`src/rtl/seq_div_16by8_pkg.sv`:
```
// ---------------------------------------------------------------------------
// div_pkg: shared types and constants for the seq_div_16by8 divider.
//   state_e   - control FSM states (IDLE, RUN, DONE)
//   DIV_WIDTH - default divisor/quotient/remainder width (dividend is 2x)
//   DIV_CNT_W - iteration counter width, clog2(DIV_WIDTH)
//   ERR_FILL  - value driven on quotient/remainder for error results
// No ports (package).
// ---------------------------------------------------------------------------
package div_pkg;

  localparam int DIV_WIDTH = 8;
  localparam int DIV_CNT_W = $clog2(DIV_WIDTH);

  localparam logic [DIV_WIDTH-1:0] ERR_FILL = '1;

  typedef enum logic [1:0] {
    IDLE = 2'd0,
    RUN  = 2'd1,
    DONE = 2'd2
  } state_e;

endpackage : div_pkg

```
`src/rtl/seq_div_16by8_if.sv`:
```
// ---------------------------------------------------------------------------
// seq_div_16by8_if: operand/result handshake bundle for the divider.
//   in_valid/in_ready   - operand request handshake (master -> divider)
//   dividend, divisor   - operands N (2*WIDTH bits) and D (WIDTH bits)
//   out_valid/out_ready - result handshake (divider -> master)
//   quotient, remainder - floor(N/D), N mod D
//   div_by_zero         - D was zero
//   overflow            - quotient would not fit in WIDTH bits
// Modports: master (operand source / result sink), slave (the divider).
// ---------------------------------------------------------------------------
interface seq_div_16by8_if
  import div_pkg::*;
#(
  parameter int WIDTH = DIV_WIDTH
);

  logic                 in_valid;
  logic                 in_ready;
  logic [2*WIDTH-1:0]   dividend;
  logic [WIDTH-1:0]     divisor;
  logic                 out_valid;
  logic                 out_ready;
  logic [WIDTH-1:0]     quotient;
  logic [WIDTH-1:0]     remainder;
  logic                 div_by_zero;
  logic                 overflow;

  modport master (
    output in_valid, dividend, divisor, out_ready,
    input  in_ready, out_valid, quotient, remainder, div_by_zero, overflow
  );

  modport slave (
    input  in_valid, dividend, divisor, out_ready,
    output in_ready, out_valid, quotient, remainder, div_by_zero, overflow
  );

endinterface : seq_div_16by8_if

```
`src/rtl/seq_div_16by8_div_step.sv`:
```
// ---------------------------------------------------------------------------
// div_step: one radix-2 restoring division step, purely combinational.
//   rem_i     in  WIDTH  partial remainder, always < divisor_i
//   bit_i     in  1      next dividend bit shifted into the remainder
//   divisor_i in  WIDTH  denominator D
//   rem_o     out WIDTH  updated partial remainder (still < D)
//   q_o       out 1      quotient bit produced by this step
// ---------------------------------------------------------------------------
module div_step
  import div_pkg::*;
#(
  parameter int WIDTH = DIV_WIDTH
) (
  input  logic [WIDTH-1:0] rem_i,
  input  logic             bit_i,
  input  logic [WIDTH-1:0] divisor_i,
  output logic [WIDTH-1:0] rem_o,
  output logic             q_o
);

  logic [WIDTH:0] partial;
  logic [WIDTH:0] diff;

  // NOTE: combinational logic uses blocking '=' so later lines see the
  // values computed earlier in the same block; flops use '<=' only.
  always_comb begin
    partial = {rem_i, bit_i};
    diff    = partial - {1'b0, divisor_i};
    // Since rem_i < D, partial < 2*D fits WIDTH+1 bits and the MSB of the
    // difference is exactly the borrow: set means restore, clear means keep.
    q_o     = ~diff[WIDTH];
    rem_o   = q_o ? diff[WIDTH-1:0] : partial[WIDTH-1:0];
  end

endmodule : div_step

```
`src/rtl/seq_div_16by8.sv`:
```
// ---------------------------------------------------------------------------
// seq_div_16by8: sequential radix-2 restoring divider, 2*WIDTH / WIDTH.
// One quotient bit per clock; WIDTH RUN cycles per normal operation, error
// cases (D == 0, quotient overflow) complete the cycle after accept.
//   clk  in  1  rising-edge clock
//   rst  in  1  synchronous active-high reset, aborts any operation
//   bus  slave modport of seq_div_16by8_if (operand / result handshakes)
// ---------------------------------------------------------------------------
module seq_div_16by8
  import div_pkg::*;
#(
  parameter int WIDTH = DIV_WIDTH,
  parameter int CNT_W = DIV_CNT_W
) (
  input  logic            clk,
  input  logic            rst,
  seq_div_16by8_if.slave  bus
);

  state_e             state_q, state_d;
  logic [CNT_W-1:0]   cnt_q, cnt_d;
  logic [WIDTH-1:0]   quotient_q, quotient_d;
  logic [WIDTH-1:0]   remainder_q, remainder_d;
  logic               dbz_q, dbz_d;
  logic               ovf_q, ovf_d;
  // Datapath working registers.
  logic [WIDTH-1:0]   rem_q, rem_d;
  logic [WIDTH-1:0]   sreg_q, sreg_d;
  logic [WIDTH-1:0]   divisor_q, divisor_d;

  logic               in_ready, out_valid;
  logic               in_dbz, in_ovf, last_step;
  logic [WIDTH-1:0]   step_rem;
  logic               step_q;

  assign in_dbz    = (bus.divisor == '0);
  // High half >= D means the true quotient needs more than WIDTH bits.
  assign in_ovf    = !in_dbz && (bus.dividend[2*WIDTH-1:WIDTH] >= bus.divisor);
  assign last_step = (cnt_q == CNT_W'(WIDTH-1));

  div_step #(.WIDTH(WIDTH)) u_step (
    .rem_i     (rem_q),
    .bit_i     (sreg_q[WIDTH-1]),
    .divisor_i (divisor_q),
    .rem_o     (step_rem),
    .q_o       (step_q)
  );

  // FSM state register.
  always_ff @(posedge clk) begin
    if (rst) state_q <= IDLE;
    else     state_q <= state_d;
  end

  // FSM next-state logic.
  // NOTE: every comb output gets a default first, so no path through the
  // block leaves it unassigned and no latch is inferred.
  always_comb begin
    state_d = state_q;
    unique case (state_q)
      IDLE:    if (bus.in_valid) state_d = (in_dbz || in_ovf) ? DONE : RUN;
      RUN:     if (last_step)    state_d = DONE;
      DONE:    if (bus.out_ready) state_d = IDLE;
      default: state_d = IDLE;
    endcase
  end

  // FSM outputs (Moore, from state only).
  always_comb begin
    in_ready  = (state_q == IDLE);
    out_valid = (state_q == DONE);
  end

  // Datapath / result next values.
  always_comb begin
    cnt_d       = cnt_q;
    quotient_d  = quotient_q;
    remainder_d = remainder_q;
    dbz_d       = dbz_q;
    ovf_d       = ovf_q;
    rem_d       = rem_q;
    sreg_d      = sreg_q;
    divisor_d   = divisor_q;

    if (in_ready && bus.in_valid) begin
      divisor_d = bus.divisor;
      rem_d     = bus.dividend[2*WIDTH-1:WIDTH];
      sreg_d    = bus.dividend[WIDTH-1:0];
      cnt_d     = '0;
      if (in_dbz || in_ovf) begin
        quotient_d  = '1;
        remainder_d = '1;
        dbz_d       = in_dbz;
        ovf_d       = in_ovf;
      end
    end else if (state_q == RUN) begin
      rem_d  = step_rem;
      // Dividend bits leave at the MSB while quotient bits enter at the LSB;
      // after WIDTH steps the register holds the whole quotient.
      sreg_d = {sreg_q[WIDTH-2:0], step_q};
      cnt_d  = cnt_q + CNT_W'(1);
      if (last_step) begin
        quotient_d  = {sreg_q[WIDTH-2:0], step_q};
        remainder_d = step_rem;
        dbz_d       = 1'b0;
        ovf_d       = 1'b0;
      end
    end
  end

  // Visible result registers and counter.
  always_ff @(posedge clk) begin
    if (rst) begin
      cnt_q       <= '0;
      quotient_q  <= '0;
      remainder_q <= '0;
      dbz_q       <= 1'b0;
      ovf_q       <= 1'b0;
    end else begin
      cnt_q       <= cnt_d;
      quotient_q  <= quotient_d;
      remainder_q <= remainder_d;
      dbz_q       <= dbz_d;
      ovf_q       <= ovf_d;
    end
  end

  // NOTE: working registers carry no reset; they are always loaded at
  // accept before RUN reads them, so their power-up value never matters.
  always_ff @(posedge clk) begin
    rem_q     <= rem_d;
    sreg_q    <= sreg_d;
    divisor_q <= divisor_d;
  end

  assign bus.in_ready    = in_ready;
  assign bus.out_valid   = out_valid;
  assign bus.quotient    = quotient_q;
  assign bus.remainder   = remainder_q;
  assign bus.div_by_zero = dbz_q;
  assign bus.overflow    = ovf_q;

endmodule : seq_div_16by8

```
`src/flat_wrapper.sv`:
```
// flat-port wrapper written by rule: the top's interface ports become plain ports
module seq_div_16by8_flat import div_pkg::*;
#(
  parameter int WIDTH = DIV_WIDTH,
  parameter int CNT_W = DIV_CNT_W
)
  (clk, rst, bus_in_valid, bus_dividend, bus_divisor, bus_out_ready, bus_in_ready, bus_out_valid, bus_quotient, bus_remainder, bus_div_by_zero, bus_overflow);
  seq_div_16by8_if #(.WIDTH(WIDTH)) bus_i ();
  input  logic clk;
  input  logic rst;
  input wire logic [$bits(bus_i.in_valid)-1:0] bus_in_valid;
  input wire logic [$bits(bus_i.dividend)-1:0] bus_dividend;
  input wire logic [$bits(bus_i.divisor)-1:0] bus_divisor;
  input wire logic [$bits(bus_i.out_ready)-1:0] bus_out_ready;
  output wire logic [$bits(bus_i.in_ready)-1:0] bus_in_ready;
  output wire logic [$bits(bus_i.out_valid)-1:0] bus_out_valid;
  output wire logic [$bits(bus_i.quotient)-1:0] bus_quotient;
  output wire logic [$bits(bus_i.remainder)-1:0] bus_remainder;
  output wire logic [$bits(bus_i.div_by_zero)-1:0] bus_div_by_zero;
  output wire logic [$bits(bus_i.overflow)-1:0] bus_overflow;
  assign bus_i.in_valid = bus_in_valid;
  assign bus_i.dividend = bus_dividend;
  assign bus_i.divisor = bus_divisor;
  assign bus_i.out_ready = bus_out_ready;
  assign bus_in_ready = bus_i.in_ready;
  assign bus_out_valid = bus_i.out_valid;
  assign bus_quotient = bus_i.quotient;
  assign bus_remainder = bus_i.remainder;
  assign bus_div_by_zero = bus_i.div_by_zero;
  assign bus_overflow = bus_i.overflow;
  seq_div_16by8 #(.WIDTH(WIDTH), .CNT_W(CNT_W)) u_core (.clk(clk), .rst(rst), .bus(bus_i));
endmodule
```
`config.mk`:
```
export PLATFORM = sky130hd
export DESIGN_NAME = seq_div_16by8_flat
export DESIGN_NICKNAME = d
export VERILOG_FILES = /design/src/rtl/seq_div_16by8_pkg.sv /design/src/rtl/seq_div_16by8_if.sv /design/src/rtl/seq_div_16by8_div_step.sv /design/src/rtl/seq_div_16by8.sv /design/src/flat_wrapper.sv
export SDC_FILE = /design/constraint.sdc
export NUM_CORES = 1
export LEC_CHECK = 0
export ABC_AREA = 1
export BUFFER_PORTS_ARGS = -buffer_cell sky130_fd_sc_hd__clkbuf_2
export CAP_MARGIN = 0
export CORE_MARGIN = 3
export CORE_UTILIZATION = 35
export DETAILED_ROUTE_END_ITERATION = 10
export GPL_TIMING_DRIVEN = 0
export SETUP_SLACK_MARGIN = 0.5
export SYNTH_ARGS = -nofsm -noshare
export SYNTH_HDL_FRONTEND = slang
export SYNTH_SLANG_ARGS = --single-unit
```
`constraint.sdc`:
```
create_clock -name clk -period 5.2 [get_ports clk]
set_input_delay 0.52 -clock clk [delete_from_list [all_inputs] [get_ports clk]]
set_output_delay 0.52 -clock clk [all_outputs]
set_load 0.01 [all_outputs]
```
Word-level counts from Yosys, hierarchy flattened. Cells that the tools add are included.

$add $sub $neg: 2. $lt $le $gt $ge: 1. Eq/ne operators: 7. Multiplexer cells: 23. Bitwise operators: 1. Reduce and logical (&&, ||, !) cells: 11.

Operators with widths (count): $mux W8 (12); $sub A9 B8 Y9 (1); $ge A8 B8 Y1 (1); $logic_not A8 Y1 (1); $mux W2 (4); $mux W1 (6); $ne A2 B2 Y1 const B (3); $pmux W2 S3 (1); $reduce_and A3 Y1 (2); $reduce_bool A2 Y1 (2); $add A3 B1 Y3 const B (1); $eq A3 B3 Y1 const B (1); $eq A2 B1 Y1 const B (1); $eq A2 B2 Y1 const B (1); $logic_and A1 B1 Y1 (2); $logic_not A2 Y1 (1); $ne A2 B1 Y1 const B (1); $reduce_or A2 Y1 (1); $logic_not A1 Y1 (1); $logic_or A1 B1 Y1 (1); $not A1 Y1 (1).

Register bits after elaboration: 47. Output and inout bits: 20.

Depth between registers and ports, before layout. Gate-level depths: netlist of the first run.

Depth in word-level cells: 7. Mapped depth: 14.

Modules after synthesis. A second synthesis of the first run with hierarchy kept.

Cell total of the unflattened synthesis: 338. Area total of the unflattened synthesis: 2758.9 um^2.

Modules (own cells, without submodules): seq_div_16by8 (instances 1, cells each 233, area an instance 2170.8 um^2); div_step (instances 1, cells each 105, area an instance 588.1 um^2).

Least setup slack after synthesis of the first run. Ideal clock, no wire load.

Path kind: reg-to-reg. Start: register u_core.sreg_q[7]. End: register u_core.rem_q[5] (data pin). Library setup time: 0.254 ns. Arrival time: 1.717 ns. Required time: 4.946 ns. Slack: 3.229 ns. Cell stages (with the launch flop): 13. Path buffers: 0. Cells stage by stage: edfxtp_1 inv_1 ha_1 fa_1 inv_1 nand3_1 nand2_1 nand2_2 nand2_2 nand2_4 nand3_1 nand3_1 o21a_1.

Word-level cells in the longest chain between the ends: 4.

Ends and longest elaborated chain: from (decl) (RTL line seq_div_16by8.sv:28) `logic [WIDTH-1:0] sreg_q, sreg_d;`; from (signal assigned) (RTL line seq_div_16by8.sv:132) `sreg_q <= sreg_d;`; $sub A9 B8 Y9 (RTL line seq_div_16by8_div_step.sv:28) `diff = partial - {1'b0, divisor_i};`; $mux W8 (RTL line seq_div_16by8_div_step.sv:32) `rem_o = q_o ? diff[WIDTH-1:0] : partial[WIDTH-1:0];`; $mux W8 (RTL line seq_div_16by8.sv:96) `end else if (state_q == RUN) begin`; $mux W8 (RTL line seq_div_16by8.sv:85) `if (in_ready && bus.in_valid) begin`; named net u_core.rem_d[5] (RTL line seq_div_16by8.sv:27) `logic [WIDTH-1:0] rem_q, rem_d;`; to (signal assigned) (RTL line seq_div_16by8.sv:131) `rem_q <= rem_d;`; to (decl) (RTL line seq_div_16by8.sv:27).

The timed path passes the listed nets, and every way through them passes these cells. The select of a mux whose other input is x is not followed. A chain may end at the register's enable or synchronous reset.

Worst setup path in the final report of the first run.
Start: register u_core.sreg_q[7]. End: register u_core.rem_q[1] (data pin).

Same word-level chain as after synthesis.

==> flow_summary_export.csv, run 1 <==
group,metric,value,unit
run_status,status,"complete, no violations",
sta,setup_viol,0,
grt,track_usage,14.84,%
cells_and_area,nFillCells,771,
clock_tree,postCtsHoldBufs,0,
routing,drc,0,
clock_tree,cts.repair.resized,0,
logic_synthesis,synth_seq_cells,47,
power_and_ir_drop,p_per_area,399.7,mW/mm²
cells_and_area,n_antenna_cell,0,
sta,max_freq,439.9,MHz
clock_tree,h-tree-depth,2,
floorplan,initial_utilization,36.71,%
floorplan,fp-row-count,31,
grt,grt-ovfl-total,0,
logic_synthesis,syn_nets,388,
logic_synthesis,yosysSeqAreaShare,43.66,%
routing,drt_iter0_drc,113,
run,cap_violations,0,
floorplan,core,0.007370,mm²
cells_and_area,drive_above_1_share,19.44,%
logic_synthesis,yosysUniqueCellTypes,29,
placed_design,gp_congestion,0.7906,
sta,period_share,43.72,%
sta,hold_viol_final,0,
logic_synthesis,syn-cell-area,0.002705,mm²
clock_tree,cts_sinks,47,
sta,report.final.slew_viol_count,0,
placed_design,io_buffers,47,
placed_design,hpwl,4865,µm
sta,fin_ws,2.927,ns
clock_tree,clkTransAtPathRegs,0.09,ns
clock_tree,cts_setup_buffers,0,
floorplan,die_x,93.92,µm
placed_design,post-place-ws,2.955,ns
clock_tree,cts_tree,"yes",
routing,dr.pass1.iters,4,
power_and_ir_drop,p_leak,1.612,nW
logic_synthesis,avgSynthCellArea,7.933,µm²
worst_setup_path,critPathKind,"register to register",
routing,wire_per_inst,12.46,µm
power_and_ir_drop,vdd_drop_max,0.1278,mV
cells_and_area,layout.area.seq,0.001181,mm²
cells_and_area,layout.nets,442,
hold_path,hold_path.class,"input pin to register",
clock_tree,clockBufferDepth,2,
floorplan,fp.dieArea,0.008820,mm²
sta,tightest_slew,0.7233,ns
sta,skew,0.01351,ns
worst_setup_path,crit_path_end_kind,"register",
worst_setup_path,cp-start-kind,"register",
grt,grt_pass1_wl,10180,µm
sta,slew_headroom,51.66,%
worst_setup_path,arrival,2.33,ns
clock_tree,insertion_delay,0.31,ns
floorplan,die_h,93.92,µm
routing,drtAntennaViolNets,0,
clock_tree,numCtsBuffers,5,
worst_setup_path,required,5.26,ns
floorplan,boundaryPins,48,
routing,vias,2307,
logic_synthesis,yosysWarnings,0,
clock_tree,root_buffer,"clkbuf_8",
worst_setup_path,cp_max_fo,10,
routing,wirelength,6170,µm
sta,min_period,2.273,ns
sta,setup_tns,0,ns
logic_synthesis,netlist_instances,341,
cells_and_area,area_growth,16.88,%
grt,antenna_found_initial,0,
cells_and_area,multiInputGateArea,0.001240,mm²
sta,rsz0062_at_grt,"false",
grt,grt_pass1_vias,2284,
grt,grt_max_degree,18,
routing,via_per_inst,4.661,
-- Yosys cell counts, drive strengths merged --
cell type  number  area share [%]
a21oi          11             2.5
buf             6             1.7
clkbuf          2            0.28
clkinv          2            0.28
dfxtp          23              17
edfxtp         24              27
fa              1            0.74
ha             18             8.3
inv            59             8.3
nand2          92              14
nand3          28             6.4
nand4           8             1.9
nor2           42             6.2
nor3            1            0.18
o21a           10             2.8
o21ai          10             1.9
xnor2           1            0.32
xor2            3            0.97
-- where the power goes --
part,internal (mW),switching (mW),total [mW]
clock,0.109,0.130,0.239
combinational,0.195,0.325,0.520
sequential,0.472,0.0332,0.505
total,0.776,0.488,1.26
-- logic make-up after synthesis --
logic type | after synthesis | synth area share (%)
DFF | 47 | 43.66
and+or+nand+nor | 171 | 28.40
xor gates and xnor gates | 4 | 1.295
buffers and inverters | 69 | 10.50
adders and majority gates | 19 | 9.066
AOI/OAI and AO/OA | 31 | 7.077
-- state kept, by name, summed over array words and instances (netlist names) --
register                count
u_core.state_q              2
u_core.bus.div_by_zero      1
u_core.bus.remainder        8
u_core.sreg_q               8
u_core.bus.overflow         1
u_core.cnt_q                3
u_core.rem_q                8
u_core.divisor_q            8
u_core.bus.quotient         8
-- layout make-up --
cell class | count | share of cell area, %
clock buffer | 6 | 2.612
inverter | 61 | 7.321
sequential | 47 | 37.36
tap | 99 | 3.918
buffer | 8 | 1.662
clock inverter | 2 | 0.4749
multi-input combinational | 225 | 39.22
timing repair buffer | 47 | 7.440
-- through the flow --
step                hold WS (ns)  cell area (µm²)  total power, mW  cells  util, %
finish                    0.4022             3162            1.264    495    42.90
global placement          0.4590             3064            1.020    487    41.58
floorplan                 0.4482             2705           0.8938    341        -
detailed placement        0.4581             3064            1.031    487    41.58
CTS                       0.3949             3162            1.274    495    42.90
global route              0.3873             3162            1.363    495    42.90
-- critical path: stages, from the launching register on --
cell and delay [ns]:
edfxtp_1 0.35, inv_1 0.05, ha_1 0.22, fa_1 0.42, inv_1 0.07, nand3_1 0.06, nand2_1 0.15, nand2_2 0.11
nand2_2 0.10, nand2_4 0.10, nand3_1 0.11, nand3_1 0.15, o21a_1 0.14
-- metal layers --
| layer | GRT usage, % | share of wire (%) | vias up | wire [µm] |
|---|---|---|---|---|
| li1 | - | - | 1194 | - |
| met1 | 17.78 | 44 | 1046 | 2689 |
| met2 | 25.07 | 48 | 50 | 2985 |
| met3 | 3.846 | 5.0 | 17 | 311 |
| met4 | 6.258 | 3.0 | 0 | 183 |
| met5 | 0 | 0 | - | 0 |
-- final timing paths --
| check | end | slack, ns | startpoint | depth (start not counted) |
|---|---|---|---|---|
| max reg2reg | u_core.rem_q[1]$_DFFE_PP_ | 2.93 | u_core.sreg_q[7]$_DFFE_PP_ | 12 |
| min reg2reg | u_core.bus.quotient[2]$_SDFFE_PP0P_ | 0.48 | u_core.bus.quotient[2]$_SDFFE_PP0P_ | 2 |
| min | u_core.divisor_q[5]$_DFFE_PP_ | 0.40 | bus_divisor[5] | 1 |
| max | u_core.rem_q[1]$_DFFE_PP_ | 2.93 | u_core.sreg_q[7]$_DFFE_PP_ | 12 |
-- cells in the final DEF (no fill, tap or decap), types with 2 or more instances in the layout --
cell type / Yosys / final
nand3_1: 23 / 23
xor2_1: 3 / 3
buf_2: 3 / 3
nand2_4: 2 / 2
inv_1: 58 / 58
nand4_1: 8 / 8
nand3_2: 4 / 4
o21a_1: 10 / 10
inv_4: 1 / 2
edfxtp_1: 24 / 24
clkinv_1: 2 / 2
buf_6: 2 / 2
nand2_2: 5 / 5
o21ai_1: 2 / 2
clkbuf_2: 0 / 47
o21ai_0: 8 / 8
a21oi_1: 10 / 10
dfxtp_1: 23 / 23
nor2_1: 40 / 40
clkbuf_8: 0 / 6
nand2_1: 85 / 85
clkbuf_1: 2 / 2
ha_1: 18 / 18
Power figures use the tool's default switching activity.
==> inputs of run 2 (changes only) <==
==> constraint.sdc (replaced) <==
create_clock -name clk -period 2.1 [get_ports clk]
set_input_delay 0.21 -clock clk [delete_from_list [all_inputs] [get_ports clk]]
set_output_delay 0.21 -clock clk [all_outputs]
set_load 0.01 [all_outputs]
==> run 2 against run 1 <==
- clock power increased by 130%
- final area is 8.5% higher
- utilization increased by 3.6 points
- sequential cell count is the same
- combinational power rose to 3.0 times the previous value
- largest cell class unchanged
- clock skew decreased by 0.0019 ns
==> flow_summary_export.csv, run 2 (synthesis gave the netlist of run 1 again) <==
group,metric,value,unit
grt,grt_pass1_vias,2283,
worst_setup_path,cp-start-kind,"register",
placed_design,numPlacedInstances,487,
placed_design,post-place-ws,-0.02413,ns
power_and_ir_drop,p_per_area,989.1,mW/mm²
grt,track_usage,15.40,%
clock_tree,insertion_delay,0.31,ns
floorplan,die_x,93.92,µm
worst_setup_path,slowest_delay,0.36,ns
grt,grt-ovfl-total,0,
placed_design,io_buffers,47,
routing,wire_per_inst,12.85,µm
routing,drtAntennaViolNets,0,
routing,drt_iter0_drc,108,
clock_tree,root_buffer,"clkbuf_8",
cells_and_area,layout.nets,455,
cells_and_area,n_antenna_cell,0,
sta,rsz0062_at_grt,"true",
placed_design,place_area,0.003084,mm²
sta,slew_headroom,70.47,%
sta,hold_viol_final,0,
clock_tree,numCtsBuffers,5,
grt,grt_max_degree,18,
hold_path,hold_path.class,"input pin to register",
clock_tree,postCtsHoldBufs,0,
routing,dr.pass1.iters,4,
placed_design,gp_congestion,0.7833,
clock_tree,h-tree-depth,2,
routing,wirelength,6526,µm
worst_setup_path,crit_chain,"inv_1 -> ha_2 -> fa_2 -> inv_2 -> nand3_2 -> nand2_2 -> nand2_4 -> nand3_4 -> nand2_4 -> nand2_2 -> nand3_4 -> o21a_1",
sta,max_freq,503.2,MHz
grt,antenna_found_initial,0,
placed_design,hpwl,4807,µm
sta,setup_tns,0,ns
worst_setup_path,critPathKind,"register to register",
grt,grt_pass1_wl,10560,µm
clock_tree,clockBufferDepth,2,
cells_and_area,final_cell_area,0.003430,mm²
sta,setup_viol,0,
routing,vias,2384,
cells_and_area,area_growth,26.78,%
sta,period_share,94.64,%
sta,holdWs,0.09380,ns
floorplan,initial_utilization,36.71,%
sta,min_period,1.987,ns
sta,skew,0.01158,ns
floorplan,core,0.007370,mm²
cells_and_area,drive_above_1_share,28.61,%
worst_setup_path,arrival,2.05,ns
worst_setup_path,crit_slowest_cell,"fa_2",
cells_and_area,layoutNonFillerInstCount,508,
floorplan,fp-row-count,31,
floorplan,die_h,93.92,µm
routing,via_per_inst,4.693,
power_and_ir_drop,p_leak,1.700,nW
cells_and_area,layout_common_cells,"nand2_1 (80), inv_1 (56), clkbuf_2 (47)",
routing,drc,0,
clock_tree,cts_tree,"yes",
run_status,status,"complete, no violations",
sta,tightest_slew,0.4430,ns
sta,report.final.slew_viol_count,0,
floorplan,boundaryPins,48,
run,cap_violations,0,
worst_setup_path,required,2.16,ns
worst_setup_path,crit_path_end_kind,"register",
cells_and_area,nFillCells,737,
cells_and_area,final_common_cell,"nand2_1",
power_and_ir_drop,vdd_drop_max,0.3829,mV
floorplan,fp.dieArea,0.008820,mm²
clock_tree,clkTransAtPathRegs,0.09,ns
sta,fin_ws,0.1126,ns
clock_tree,cts_sinks,47,
worst_setup_path,cp_max_fo,7,
-- run 2: changes by cell type in the layout (fill, tap and decap cells not counted), sizes merged --
cell,change
inv,-1
nand3,+1
buf,+12
clkinv,+1
-- run 2: final timing paths --
kind	endpoint	depth (start not counted)	slack (ns)	start
worst max-delay path	u_core.rem_q[1]$_DFFE_PP_	12	0.11	u_core.sreg_q[7]$_DFFE_PP_
worst min-delay path	u_core.divisor_q[3]$_DFFE_PP_	1	0.09	bus_divisor[3]
worst max register to register	u_core.rem_q[1]$_DFFE_PP_	12	0.11	u_core.sreg_q[7]$_DFFE_PP_
worst min register to register	u_core.bus.div_by_zero$_SDFFE_PP0P_	2	0.47	u_core.bus.div_by_zero$_SDFFE_PP0P_
-- run 2: area by class of cell --
class / instances / area (µm²) / area share [%]
clock buffer: 6 / 72.57 / 2.116
multi-input combinational: 226 / 1408 / 41.04
tap: 99 / 123.9 / 3.612
clock inverter: 2 / 13.76 / 0.4013
sequential: 47 / 1184 / 34.51
inverter: 61 / 236.5 / 6.895
timing repair buffer: 59 / 322.8 / 9.413
buffer: 8 / 68.82 / 2.007
-- run 2: layer usage --
layer,vias to the layer above,part of all wire (%),GRT usage [%]
li1,1218,-,-
met1,1099,44,18.59
met2,55,50,27.26
met3,12,4.8,3.205
met4,0,1.6,4.813
met5,-,0,0
-- run 2: critical path: cells and delay by family (launching register included) --
family / cells / cell delay (ns)
AOI/OAI and AO/OA: 1 / 0.11
DFF: 1 / 0.34
buffers and inverters: 2 / 0.11
adders and majority gates: 2 / 0.55
and+or+nand+nor: 7 / 0.62
-- run 2: where the power goes --
part / switching, mW / internal, mW / leakage (nW)
combinational: 0.922 / 0.652 / 1.23
clock: 0.312 / 0.235 / 0.0452
sequential: 0.102 / 1.17 / 0.422
-- run 2: through the flow --
step | total power, mW | utilization (%)
2_1_floorplan | 2.235 | -
3_3_place_gp | 2.547 | 41.85
3_5_place_dp | 2.575 | 41.85
4_1_cts | 3.332 | 45.62
5_1_grt | 3.639 | 46.54
6_report | 3.392 | 46.54
-- run 2: what timing repair did --
item	4_1_cts	5_1_grt
pin swaps	8	4
setup buffers	9	2
endpoints found under the hold margin	0	0
setup endpoints to repair	59	49
cloned	2	0
resized for setup	23	12
